==> src/rtl/div_unit.sv <==
// Multi-cycle radix-2 restoring divider (DIV/DIVU) with a pipeline stall request.
// Define DIV_ZERO_FAST_EN to make a zero divisor finish in two cycles through the ZERO state.
module div_unit #(
    parameter int WIDTH = 32,
    parameter int CNT_W = 6
) (
    input  logic               clk,
    input  logic               rst,
    input  logic               start,
    input  logic               sign_div,
    input  logic [WIDTH-1:0]   opa,
    input  logic [WIDTH-1:0]   opb,
    input  logic               cancel,
    output logic [2*WIDTH-1:0] result,
    output logic               ready,
    output logic               stall
);

`ifdef DIV_ZERO_FAST_EN
    typedef enum logic [1:0] {IDLE, BUSY, DONE, ZERO} state_t;
`else
    typedef enum logic [1:0] {IDLE, BUSY, DONE} state_t;
`endif

    state_t             state_q, state_d;
    logic [WIDTH-1:0]   rem_q, rem_d;
    logic [WIDTH-1:0]   quo_q, quo_d;
    logic [WIDTH-1:0]   div_q, div_d;
    logic               neg_q_q, neg_q_d;
    logic               neg_r_q, neg_r_d;
    logic [CNT_W-1:0]   cnt_q, cnt_d;
    logic [2*WIDTH-1:0] result_q, result_d;

    logic [WIDTH:0]     trial;
    logic [WIDTH-1:0]   rem_nxt;
    logic [WIDTH-1:0]   quo_nxt;
    logic               in_zero;

    // quo doubles as the dividend shift register: its MSB feeds the partial remainder
    always_comb begin
        trial   = {rem_q, quo_q[WIDTH-1]} - {1'b0, div_q};
        rem_nxt = {rem_q[WIDTH-2:0], quo_q[WIDTH-1]};
        quo_nxt = {quo_q[WIDTH-2:0], 1'b0};
        if (!trial[WIDTH]) begin
            rem_nxt = trial[WIDTH-1:0];
            quo_nxt = {quo_q[WIDTH-2:0], 1'b1};
        end
    end

    always_comb begin
        state_d  = state_q;
        rem_d    = rem_q;
        quo_d    = quo_q;
        div_d    = div_q;
        neg_q_d  = neg_q_q;
        neg_r_d  = neg_r_q;
        cnt_d    = cnt_q;
        result_d = result_q;
        case (state_q)
            IDLE: begin
                if (start && !cancel) begin
                    if (sign_div) begin
                        quo_d   = opa[WIDTH-1] ? -opa : opa;
                        div_d   = opb[WIDTH-1] ? -opb : opb;
                        neg_q_d = opa[WIDTH-1] ^ opb[WIDTH-1];
                        neg_r_d = opa[WIDTH-1];
                    end else begin
                        quo_d   = opa;
                        div_d   = opb;
                        neg_q_d = 1'b0;
                        neg_r_d = 1'b0;
                    end
                    rem_d   = '0;
                    cnt_d   = '0;
                    state_d = BUSY;
`ifdef DIV_ZERO_FAST_EN
                    // Raw dividend is kept so the fast path returns it uncorrected
                    if (opb == '0) begin
                        quo_d   = opa;
                        state_d = ZERO;
                    end
`endif
                end
            end
            BUSY: begin
                rem_d = rem_nxt;
                quo_d = quo_nxt;
                cnt_d = cnt_q + 1'b1;
                if (cnt_q == CNT_W'(WIDTH - 1)) begin
                    state_d  = DONE;
                    result_d = {neg_r_q ? -rem_nxt : rem_nxt,
                                neg_q_q ? -quo_nxt : quo_nxt};
                end
            end
`ifdef DIV_ZERO_FAST_EN
            ZERO: begin
                result_d = {quo_q, {WIDTH{1'b1}}};
                state_d  = DONE;
            end
`endif
            DONE:    state_d = IDLE;
            default: state_d = IDLE;
        endcase
        if (cancel) begin
            state_d  = IDLE;
            result_d = result_q;
        end
    end

    always_ff @(posedge clk or negedge rst) begin
        if (!rst) begin
            state_q  <= IDLE;
            rem_q    <= '0;
            quo_q    <= '0;
            div_q    <= '0;
            neg_q_q  <= 1'b0;
            neg_r_q  <= 1'b0;
            cnt_q    <= '0;
            result_q <= '0;
        end else begin
            state_q  <= state_d;
            rem_q    <= rem_d;
            quo_q    <= quo_d;
            div_q    <= div_d;
            neg_q_q  <= neg_q_d;
            neg_r_q  <= neg_r_d;
            cnt_q    <= cnt_d;
            result_q <= result_d;
        end
    end

`ifdef DIV_ZERO_FAST_EN
    assign in_zero = (state_q == ZERO);
`else
    assign in_zero = 1'b0;
`endif

    // Combinational so the divide is held from its very first E cycle
    assign stall  = rst & ~cancel &
                    (((state_q == IDLE) & start) | (state_q == BUSY) | in_zero);
    assign ready  = (state_q == DONE);
    assign result = result_q;

endmodule
==> config.mk <==
export PLATFORM = sky130hd
export DESIGN_NAME = div_unit
export DESIGN_NICKNAME = d
export VERILOG_FILES = /design/src/rtl/div_unit.sv
export SDC_FILE = /design/constraint.sdc
export NUM_CORES = 1
export LEC_CHECK = 0
export ABC_CLOCK_PERIOD_IN_PS = 5800
export CAP_MARGIN = 5
export CORE_UTILIZATION = 50
export CTS_CLUSTER_DIAMETER = 200
export DETAILED_ROUTE_END_ITERATION = 7
export PLACE_DENSITY = 0.72
export SYNTH_ARGS = -nofsm -noshare
export SYNTH_HDL_FRONTEND = slang
export SYNTH_SLANG_ARGS = --single-unit
==> constraint.sdc <==
create_clock -name clk -period 5.8 [get_ports clk]
set_clock_uncertainty 0.15 [all_clocks]
set_input_delay 1.16 -clock clk [delete_from_list [all_inputs] [get_ports clk]]
set_output_delay 1.16 -clock clk [all_outputs]
set_load 0.05 [all_outputs]
==> results.ini <==
[global_route]
grt_overflow=0
grtUsageTotal=0.263
grt_antenna_before_repair=0
grt_pass1_vias=9685
grt_pass1_wl_um=51200
grt_max_degree=76

[die]
die_y_um=157
die_area_um2=24700
boundaryPins=135
dieWidth_um=157
core_area_um2=23500
num_rows=56
start_util=0.512

[pwr]
p_sw_mw=3.45
vdd_drop_max_mv=0.268
p_int_mw=3.50
pwr_density_cell_nw_per_um2=491
p_seq_frac=0.241
clkPwrFrac=0.163
power.switching_fraction=0.496
pwr-share-comb=0.596
power_leakage_nw=5.90

[synthesis]
yosys_warnings=0
async_flop_share=1.00
synth-edff-count=0
synth_nets=1540
netlist_instances=1433
netlist_area_um2=12000
synth.distinct_cells=86
seq_area_frac_synth=0.353
yosys_register_bits=170
synth_ff_type=dfrtp_1
syn_area_per_cell_um2=8.40

[layout]
fin_nets=1627
fin_area_um2=14200
utilization=0.601
antenna_cells=0
final_cells=1852
syn_to_final_growth_pct=17.5
drive_above_1_share=0.0607

[timing]
period_needed_ns=5.09
setup_viol=0
tightest_slew_ns=0.970
setup_tns_ns=0
report.final.slew_viol_count=0
period_share=0.877
hold_violations=0
max_freq_mhz=197
slew-limit-headroom=0.353
hold_ws_ns=0.327
grt_setup_unrepaired=false

[clock_network]
htreeDepth=4
numCtsBuffers=17
clk_pin_slew_worst_paths_ns=0.08
cts_resized=0
cts_tree=done
ctsHoldBuffers=0
postCtsSetupRepairBufs=0
clkLatencyLatePin_ns=0.45
clockBufferDepth=2
cts.sinks=170
cts_root_buffer=clkbuf_16

[placement]
portBuffers=134
gp_congestion=0.974
place_area_um2=13600
dp_cells=1820
place_hpwl_um=24000

[worst_setup_path]
critPathRequiredTime_ns=5.96
crit_fanout=11
startpoint_type=register
critPathBufInv=2
critPathArrivalTime_ns=5.25
path_class=register to register
crit_slowest_cell=or4_1
crit_family=simple AND/OR/NAND/NOR gates
cpPeakStageDelay_ns=0.54
r2r_slack_ns=0.71
end_kind=register
path_cells=ha_1 -> nand2_1 -> nor2_1 -> nand3_1 -> o31a_1 -> a31oi_4 -> nor2_4 -> inv_4 -> ha_1 -> nand2b_1 -> or2_2 -> or3_1 -> or4_1 -> inv_1 -> nand2_1 -> o31ai_1 -> xor2_1 -> o21ai_1

[outcome]
status=completed

[route]
first_pass_iters=5
vias_per_cell=5.89
drt_iter0_drc=1019
wirelength_um=32000
ant_nets=0
routedWlPerCell_um=17.3
drc=0
vias=10900

[job]
cap_violations=0

[worst_hold_path]
hp-class=register to register

[final timing paths]
kind	start	end	depth (start not counted)
worst max-delay path	rem_q[21]	result[26]	18
worst min-delay path	result[42]	result[42]	2
worst max register to register	rem_q[21]	result[26]	18
worst min register to register	result[42]	result[42]	2
max in group asynchronous	rst	rem_q[12]	2
min in group asynchronous	rst	div_q[25]	1
[stage by stage]
step	worst slack, ns	power (mW)
floorplan	0.856	4.69
global placement	0.868	5.68
detailed placement	0.803	5.70
CTS	0.774	6.86
global route	0.397	7.40
finish	0.712	6.95
[cell usage after synthesis, drive strengths merged (4+ instances only)]
| library cell | number | share of area |
|---|---|---|
| and2 | 9 | 0.0047 |
| dfrtp | 170 | 0.35 |
| and3 | 9 | 0.0047 |
| mux2i | 31 | 0.027 |
| nand4 | 13 | 0.0078 |
| nor3b | 4 | 0.0025 |
| ha | 37 | 0.038 |
| inv | 61 | 0.019 |
| nor2 | 75 | 0.024 |
| clkbuf | 53 | 0.017 |
| nor3 | 32 | 0.015 |
| a31oi | 16 | 0.0096 |
| a211oi | 7 | 0.0052 |
| buf | 26 | 0.011 |
| o31ai | 33 | 0.021 |
| nand2b | 13 | 0.0068 |
| o21ai | 211 | 0.088 |
| xnor2 | 62 | 0.045 |
| o22ai | 4 | 0.0026 |
| or4 | 13 | 0.0084 |
| a21o | 13 | 0.0081 |
| o211ai | 7 | 0.0044 |
| a22oi | 30 | 0.019 |
| o21bai | 4 | 0.0034 |
| nand3 | 51 | 0.022 |
| and4 | 6 | 0.0044 |
| or3 | 10 | 0.0052 |
| nor2b | 6 | 0.0031 |
| a21oi | 74 | 0.033 |
| o41ai | 15 | 0.014 |
| mux2 | 6 | 0.0056 |
| o21a | 8 | 0.0050 |
| nor4 | 13 | 0.0073 |
| o31a | 8 | 0.0058 |
| or2 | 5 | 0.0026 |
| a211o | 4 | 0.0029 |
| xor2 | 76 | 0.055 |
| nand2 | 178 | 0.055 |
[cell usage in the layout (no fill, tap or decap), types with 6 or more instances in the layout]
cell type | synthesis | final
o21ai_0 | 193 | 193
nand2_1 | 178 | 177
dfrtp_1 | 170 | 170
clkdlybuf4s50_1 | 0 | 133
xor2_1 | 76 | 76
nor2_1 | 74 | 73
a21oi_1 | 70 | 70
xnor2_1 | 62 | 62
inv_1 | 59 | 59
nand3_1 | 50 | 50
ha_1 | 37 | 37
o31ai_1 | 31 | 31
mux2i_1 | 30 | 30
a22oi_1 | 30 | 30
nor3_1 | 29 | 29
o21ai_1 | 18 | 18
clkbuf_16 | 0 | 17
a31oi_1 | 15 | 15
a21o_1 | 13 | 13
nand2b_1 | 13 | 12
nor4_1 | 12 | 12
or4_1 | 12 | 12
buf_4 | 2 | 12
nand4_1 | 11 | 11
o41ai_1 | 10 | 10
or3_1 | 10 | 10
and3_1 | 9 | 9
and2_1 | 9 | 9
o21a_1 | 8 | 8
o31a_1 | 8 | 8
o211ai_1 | 7 | 7
and4_1 | 6 | 6
mux2_2 | 6 | 6
[registers in the layout, indices dropped and copies added, names as in the netlist]
register,flops
state_q,2
neg_q_q,1
div_q,32
result,64
rem_q,32
cnt_q,6
quo_q,32
neg_r_q,1
[worst min-delay path: cells and delay by family, from the launching register on]
family	cells	cell delay (ns)
and+or+nand+nor	1	0.05
DFF	1	0.34
AOI/OAI and AO/OA	1	0.06
[logic make-up (layout without fill, tap and decap cells)]
group,Yosys count,in the layout,share of synthesized area
mux,37,37,0.0324
simple gates,443,443,0.178
compound gates,467,467,0.249
flops,170,170,0.353
buf+inv,140,240,0.0472
xor+xnor,138,138,0.100
fa+ha+maj,38,38,0.0401
[area by class of cell]
type | count | area [µm²]
clock buffers | 17 | 425
clock inverters | 15 | 150
fillers | 2171 | 9390
inverters | 61 | 231
multi-input cells | 1123 | 7240
flip-flops and latches | 170 | 4250
well taps | 319 | 399
repair buffers | 147 | 1450
[routing by layer]
metal	vias to the layer above	wire length (µm)	track usage
met5	-	0	0
met4	0	314	0.0546
met3	27	2400	0.0388
met2	429	13200	0.371
met1	5104	16100	0.418
li1	5348	-	-
[power groups by stage]
stage,clock network (mW),logic [mW],registers [mW]
2_1_floorplan,0,3.10,1.59
3_3_place_gp,0,4.01,1.67
3_5_place_dp,0,4.02,1.68
4_1_cts,1.15,4.05,1.66
5_1_grt,1.19,4.50,1.70
6_report,1.13,4.15,1.68
Power figures use the tool's default switching activity.
